[config.mk]
export PLATFORM = sky130hd
export DESIGN_NAME = mult_div_unit
export DESIGN_NICKNAME = d
export VERILOG_FILES = /design/src/rtl/mult_div_unit.sv
export SDC_FILE = /design/constraint.sdc
export NUM_CORES = 1
export LEC_CHECK = 0
export BUFFER_PORTS_ARGS = -buffer_cell sky130_fd_sc_hd__buf_2
export CELL_PAD_IN_SITES_DETAIL_PLACEMENT = 2
export CELL_PAD_IN_SITES_GLOBAL_PLACEMENT = 2
export CORE_MARGIN = 2
export CORE_UTILIZATION = 35
export CTS_CLUSTER_SIZE = 30
export DETAILED_ROUTE_END_ITERATION = 10
export PLACE_DENSITY = 0.83
export SLEW_MARGIN = 25
export SYNTH_ARGS = -nofsm -noshare
export SYNTH_HDL_FRONTEND = slang
export SYNTH_SLANG_ARGS = --single-unit
[constraint.sdc]
create_clock -name Clk -period 4.5 [get_ports Clk]
set_clock_uncertainty 0.1 [all_clocks]
set_input_delay 0.225 -clock Clk [delete_from_list [all_inputs] [get_ports Clk]]
set_output_delay 0.225 -clock Clk [all_outputs]
set_load 0.05 [all_outputs]
[src/rtl/mult_div_unit.sv]
// Iterative multiply/divide unit with HI/LO result registers.
// Signed operations run on magnitudes. The result signs are latched at start
// and applied in FINISH. Multiply uses right-shift shift-add. Divide uses
// restoring division. Both take 32 iterations.
module mult_div_unit #(
  parameter int WIDTH = 32
) (
  input  logic             Clk,
  input  logic             Reset,
  input  logic             MultStart,
  input  logic             DivStart,
  input  logic             IsSigned,
  input  logic             MtHi,
  input  logic             MtLo,
  input  logic [WIDTH-1:0] A,
  input  logic [WIDTH-1:0] B,
  output logic [WIDTH-1:0] Hi,
  output logic [WIDTH-1:0] Lo,
  output logic             Busy,
  output logic             Done,
  output logic             DivZero
);

  localparam int CW = $clog2(WIDTH);
  localparam logic [CW-1:0] CNT_LAST = CW'(WIDTH - 1);

  typedef enum logic [1:0] {S_IDLE, S_MULT, S_DIV, S_FINISH} state_t;

  state_t             state_q, state_d;
  logic [CW-1:0]      cnt_q, cnt_d;
  logic [2*WIDTH-1:0] acc_q, acc_d;    // mult: {partial, multiplier}; div: {remainder, quotient}
  logic [WIDTH-1:0]   opnd_q, opnd_d;  // |A| for multiply, |B| for divide
  logic               is_div_q, is_div_d;
  logic               neg_res_q, neg_res_d;
  logic               neg_rem_q, neg_rem_d;
  logic               dz_q, dz_d;
  logic [WIDTH-1:0]   hi_q, hi_d, lo_q, lo_d;
  logic               busy_q, busy_d, done_q, done_d, divzero_q, divzero_d;

  logic [WIDTH-1:0]   mag_a, mag_b;
  logic [WIDTH:0]     mult_sum;
  logic [2*WIDTH-1:0] mult_next;
  logic [WIDTH:0]     rem_sh, div_diff;
  logic [2*WIDTH-1:0] div_next;

  assign mag_a = (IsSigned && A[WIDTH-1]) ? -A : A;
  assign mag_b = (IsSigned && B[WIDTH-1]) ? -B : B;

  // One shift-add step: add the multiplicand when the low bit is set, then shift right.
  assign mult_sum  = {1'b0, acc_q[2*WIDTH-1:WIDTH]} + (acc_q[0] ? {1'b0, opnd_q} : {(WIDTH+1){1'b0}});
  assign mult_next = {mult_sum, acc_q[WIDTH-1:1]};

  // One restoring step. Shift in the next dividend bit, then do a trial subtract.
  // The remainder stays below the divisor, so the shifted value fits in WIDTH+1 bits.
  assign rem_sh   = {acc_q[2*WIDTH-1:WIDTH], acc_q[WIDTH-1]};
  assign div_diff = rem_sh - {1'b0, opnd_q};
  assign div_next = div_diff[WIDTH] ? {rem_sh[WIDTH-1:0], acc_q[WIDTH-2:0], 1'b0}
                                    : {div_diff[WIDTH-1:0], acc_q[WIDTH-2:0], 1'b1};

  // State register and datapath registers
  always_ff @(posedge Clk) begin
    if (Reset) begin
      state_q   <= S_IDLE;
      cnt_q     <= '0;
      acc_q     <= '0;
      opnd_q    <= '0;
      is_div_q  <= 1'b0;
      neg_res_q <= 1'b0;
      neg_rem_q <= 1'b0;
      dz_q      <= 1'b0;
      hi_q      <= '0;
      lo_q      <= '0;
      busy_q    <= 1'b0;
      done_q    <= 1'b0;
      divzero_q <= 1'b0;
    end else begin
      state_q   <= state_d;
      cnt_q     <= cnt_d;
      acc_q     <= acc_d;
      opnd_q    <= opnd_d;
      is_div_q  <= is_div_d;
      neg_res_q <= neg_res_d;
      neg_rem_q <= neg_rem_d;
      dz_q      <= dz_d;
      hi_q      <= hi_d;
      lo_q      <= lo_d;
      busy_q    <= busy_d;
      done_q    <= done_d;
      divzero_q <= divzero_d;
    end
  end

  // Next-state logic, operand capture, iteration and result write-back
  always_comb begin
    state_d   = state_q;
    cnt_d     = cnt_q;
    acc_d     = acc_q;
    opnd_d    = opnd_q;
    is_div_d  = is_div_q;
    neg_res_d = neg_res_q;
    neg_rem_d = neg_rem_q;
    dz_d      = dz_q;
    hi_d      = hi_q;
    lo_d      = lo_q;
    done_d    = 1'b0;
    divzero_d = 1'b0;

    case (state_q)
      S_IDLE: begin
        if (MultStart || DivStart) begin
          neg_res_d = IsSigned & (A[WIDTH-1] ^ B[WIDTH-1]);
          neg_rem_d = IsSigned & A[WIDTH-1];
          cnt_d     = '0;
          if (MultStart) begin
            opnd_d   = mag_a;
            acc_d    = {{WIDTH{1'b0}}, mag_b};
            is_div_d = 1'b0;
            dz_d     = 1'b0;
            state_d  = S_MULT;
          end else begin
            opnd_d   = mag_b;
            acc_d    = {{WIDTH{1'b0}}, mag_a};
            is_div_d = 1'b1;
            dz_d     = (B == '0);
            state_d  = (B == '0) ? S_FINISH : S_DIV;
          end
        end else begin
          if (MtHi) hi_d = A;
          if (MtLo) lo_d = A;
        end
      end
      S_MULT: begin
        acc_d = mult_next;
        cnt_d = cnt_q + 1'b1;
        if (cnt_q == CNT_LAST) begin
          cnt_d   = '0;
          state_d = S_FINISH;
        end
      end
      S_DIV: begin
        acc_d = div_next;
        cnt_d = cnt_q + 1'b1;
        if (cnt_q == CNT_LAST) begin
          cnt_d   = '0;
          state_d = S_FINISH;
        end
      end
      S_FINISH: begin
        // Divide-by-zero waits one extra edge here.
        // This makes its Done arrive two cycles after the start.
        if (dz_q && cnt_q == '0) begin
          cnt_d = {{(CW-1){1'b0}}, 1'b1};
        end else begin
          cnt_d   = '0;
          state_d = S_IDLE;
          done_d  = 1'b1;
          if (dz_q) begin
            divzero_d = 1'b1;
          end else if (is_div_q) begin
            lo_d = neg_res_q ? -acc_q[WIDTH-1:0] : acc_q[WIDTH-1:0];
            hi_d = neg_rem_q ? -acc_q[2*WIDTH-1:WIDTH] : acc_q[2*WIDTH-1:WIDTH];
          end else begin
            {hi_d, lo_d} = neg_res_q ? -acc_q : acc_q;
          end
        end
      end
      default: state_d = S_IDLE;
    endcase

    busy_d = (state_d != S_IDLE);
  end

  assign Hi      = hi_q;
  assign Lo      = lo_q;
  assign Busy    = busy_q;
  assign Done    = done_q;
  assign DivZero = divzero_q;

endmodule

Word level (Yosys, flattened, before mapping) --
Index checks and enable logic that the tools add are counted.
Storage, ports and cells: bits in registers 174, input port bits 71, logic and storage cells 89, output and inout bits 67
Operators by class: add/subtract/negate cells 8, bitwise gates (word level) 4, reductions and logical operators 17, equal/unequal tests 10, multiplexer cells 37
Operators with widths (number):
- $mux W32 | 17
- $mux W64 | 3
- $pmux W64 S3 | 1
- $neg A32 Y32 | 4
- $pmux W32 S2 | 2
- $neg A64 Y64 | 1
- $add A32 B32 Y33 | 1
- $sub A33 B32 Y33 | 1
- $logic_not A32 Y1 | 1
- $pmux W5 S3 | 1
- $ne A2 B2 Y1 const B | 6
- $mux W5 | 2
- $reduce_and A5 Y1 | 2
- $mux W2 | 4
- $mux W1 | 6
- $pmux W2 S3 | 1
- $add A5 B1 Y5 const B | 1
- $eq A5 B5 Y1 const B | 1
- $logic_not A5 Y1 | 1
- $eq A2 B2 Y1 const B | 2
- $reduce_and A2 Y1 | 2
- $reduce_bool A2 Y1 | 2
- $reduce_or A2 Y1 | 2
- $logic_and A1 B1 Y1 | 3
- other kinds (8) | 9

Depth between registers and ports, before layout --
depth in word-level cells 6, depth in mapped cells 15, mapped depth without buffers 14

Worst setup path after synthesis --
No wires, ideal clock.
path type reg2reg, start register acc_q[36], end register acc_q[32], setup slack 1.197 ns, data arrival time 3.072 ns, cell stages (with the launch flop) 13, buffers on the path 2, period minus slack after synthesis 3.303 ns, data required time 4.270 ns, setup time 0.130 ns, path through dfxtp_1 -> ha_1 -> a21o_1 -> or3_1 -> o21ai_0 -> nand2_1 -> a31o_2 -> o311ai_1 -> clkbuf_1 -> clkbuf_1 -> nor2_1 -> a21oi_1 -> o22ai_1
Between the ends: longest elaborated chain between the ends 3
Ends and longest elaborated chain:
- start, declared | RTL line 31 | logic [2*WIDTH-1:0] acc_q, acc_d;
- start signal, assigned | RTL line 65 | acc_q <= '0;
- start signal, assigned | RTL line 79 | acc_q <= acc_d;
- $sub A33 B32 Y33 | RTL line 56 | assign div_diff = rem_sh - {1'b0, opnd_q};
- $mux W64 | RTL line 57 | assign div_next = div_diff[WIDTH] ? {rem_sh[WIDTH-1:0], acc_q[WIDTH-2:0], 1'b0}
- $pmux W64 S3 | RTL line 108 | case (state_q)
Every way passes these cells. A chain may end at the register's enable or synchronous reset.

Worst setup path after layout --
start register acc_q[0], end register acc_q[61]
Between the ends: longest elaborated chain between the ends 3
Ends and longest elaborated chain:
- $mux W32 | RTL line 50 | assign mult_sum = {1'b0, acc_q[2*WIDTH-1:WIDTH]} + (acc_q[0] ? {1'b0, opnd_q} : {(WIDTH+1){1'b0}});
- $add A32 B32 Y33 | RTL line 50
- $pmux W64 S3 | RTL line 108
Every way passes these cells.

==> results.ini <==
[sta]
max_slew_margin = 0.347
finalCriticalPeriod_ns = 4.25
worst_slew_pin_slew_ns = 0.977
whs_ns = 0.0492
finalCritPeriodShare = 0.944
rsz0062_at_grt = no
drv_slew = 0
setup_violations = 0
max_freq_mhz = 236
setup_tns_ns = 0
finalHoldViolCount = 0

[setup_path]
path_cells = and2_1 > ha_1 > inv_1 > fa_1 > nand2b_1 > a211oi_1 > o21ai_0 > o211a_1 > o21ai_1 > o22ai_1 > o41ai_1 > xor2_1 > a22oi_1 > o211ai_1
slowest_stage = dfxtp_1
crit_start = acc_q[0]
timing.rr.start = acc_q[0]
endpoint = acc_q[61]
path_max_fanout = 7
cp.depth = 14
reg2reg_depth = 14
critPathTopFamily = compound AO/OA/AOI/OAI gates
cp-end-kind = flop
reg2reg_slack_ns = 0.25
r2r-end = acc_q[61]
cp.required_ns = 4.73
slowest_delay_ns = 0.47
crit_type = reg2reg
critical_path_arrival_ns = 4.47
critPathLaunchType = flop
path_buf_inv = 1

[cells_and_area]
drive_gt1_frac = 0.117
nFillCells = 4788
syn2layout_area_growth_pct = 12.6
layout_commonest_cell = nor2_1
stdcell_area_um2 = 16300
final_nets = 2202
final_cell_mix = nor2_1, a21oi_1, nand2_1, dfxtp_1, buf_2
antenna_cells = 0

[global_route]
grt_pass1_vias = 16899
grt_pass1_wl_um = 105000
grt_max_degree = 99
grt_overflow = 0
antenna_found_initial = 0
track_usage = 0.314

[power]
irDropWorstVdd_uv = 255
p_leak_nw = 6.92
powerDensity_nw_per_um2 = 521

[synth]
yosys.area.top_type = dfxtp_1
synth-edff-count = 0
synth.distinct_cells = 75
yosysWarnings = 0
ys_seq_area_frac = 0.240
synth.top_cell.area_share = 0.240
syn-instance-count = 1983
synth_area_um2 = 14500
synth-xor-area-share = 0.101
ys_seq_elements = 174
synthAdderAreaFrac = 0.0674
synth_compound_area_frac = 0.318
synthTopCellsByArea = dfxtp_1, a21oi_1, ha_1
ys.flop_type = dfxtp_1
syn-num-nets = 2131
synthSimpleGateAreaFrac = 0.191
async_flop_share = 0
synth_top_family_by_area = compound AO/OA/AOI/OAI gates
syn_area_per_cell_um2 = 7.32
synthMuxAreaShare = 0.0284

[outcome]
status = completed

[min_path]
hp-class = in2reg

[clocking]
cts_buffer_depth = 2
clock_sinks = 174
cts_buffers = 17
htree_num_levels = 4
clock_latency_ns = 0.48
clk_root_buffer_cell = clkbuf_16
cts_hold_buf = 0
path_clk_slew_ns = 0.08
cts_tree = yes

[die]
die_area_um2 = 43100
die_x_um = 208
row_count = 74
initial_core_util = 0.355
die_y_um = 208
io_pins = 138
core_area_um2 = 40800

[placed_design]
gp_congestion = 0.913
dp_hpwl_um = 53300
place_area_um2 = 15800
port_buffers = 137

[routing]
post_drt_wl_per_cell_um = 26.5
drt_wl_total_um = 68800
drt-pass1-iter-count = 5
via_per_inst = 6.24
drcViolationCount = 0
drt_iter0_drc = 1301
vias = 16219
antenna_left = 0

[job]
cap_violations = 0

[worst min path at each step]
stage	from	to	depth (start not counted)
3_5_place_dp	Hi[23]	Hi[23]	2
2_1_floorplan	IsSigned	neg_res_q	2
4_1_cts	B[21]	opnd_q[21]	3
6_report	B[21]	opnd_q[21]	3
3_3_place_gp	Hi[18]	Hi[18]	2
5_1_grt	B[21]	opnd_q[21]	3
[what timing repair did]
| item | 4_1_cts | 5_1_grt |
|---|---|---|
| setup endpoints to repair | 0 | 2 |
| buffers inserted | 0 | 0 |
| resized for setup | 0 | 1 |
[sequential cells by signal, summed over array words and instances, names as in the netlist]
signal and cells:
cnt_q 5, neg_res_q 1, Busy 1, Hi 32, acc_q 64, state_q 2, DivZero 1, Done 1
neg_rem_q 1, Lo 32, opnd_q 32, dz_q 1, is_div_q 1
[area by class of cell]
class                      instances  area (µm²)  share of cell area
timing repair buffer             183        1050              0.0643
inverter                          70         263              0.0161
clock buffer                      19         453              0.0277
multi-input combinational       1608       10300               0.630
tap                              532         666              0.0407
sequential                       174        3480               0.213
clock inverter                    13         128             0.00781
[Yosys cell counts, types with 4 or more instances]
cell	number
a21o_1	38
xor2_1	93
a21oi_1	211
buf_2	5
nand2b_1	16
a211o_1	7
nor2b_1	8
nand4b_1	4
o21a_1	6
and2_1	8
buf_1	13
inv_1	69
and3_1	12
o211ai_1	23
nor3_1	40
o31a_1	4
o22ai_1	7
a22o_1	29
or3_1	26
dfxtp_1	174
o21ai_0	121
nand2_1	178
xnor2_1	75
ha_1	75
a311oi_1	9
a22oi_1	52
nor4_1	9
a221oi_1	31
nand4_1	9
o41ai_1	11
clkbuf_1	110
a211oi_1	69
o31ai_1	21
mux2i_1	40
o21bai_1	10
nor2_1	246
a31oi_1	21
o221ai_1	4
or2_2	5
o21ai_1	4
nand3_1	27
or4_1	11
[where the power goes]
group	internal (W)	switching, W	leakage (nW)
clock network	0.000807	0.000765	0.289
logic	0.00132	0.00323	5.20
registers	0.00194	0.000450	1.43
[cell families (layout without fill, tap and decap cells)]
logic type	after synthesis	in the layout
adder cells (fa/ha/maj)	77	77
XOR/XNOR	168	168
AO/OA/AOI/OAI	706	706
flip-flops	174	174
AND/OR/NAND/NOR	616	616
buffers and inverters	201	285
multiplexers	41	41
[worst min-delay path, delay by kind of cell]
kind	cells	cell delay [ns]
compound gates	1	0.14
buf+inv	1	0.10
xor+xnor	1	0.11
[through the flow]
step | std cells | total power (W) | utilization | worst slack (ns)
final | 2599 | 0.00851 | 0.400 | 0.254
after global placement | 2567 | 0.00667 | 0.386 | 0.547
after detailed placement | 2567 | 0.00686 | 0.386 | 0.256
after floorplan | 1983 | 0.00536 | - | 1.20
after CTS | 2599 | 0.00846 | 0.400 | 0.225
after global routing | 2599 | 0.00895 | 0.400 | 0.0119
[routing by layer]
metal	GRT usage	routed length (µm)
met1	0.415	30200
met2	0.512	31900
met3	0.0433	3850
met4	0.135	2800
met5	0	0
No activity file was read; power rests on OpenSTA's default activity.
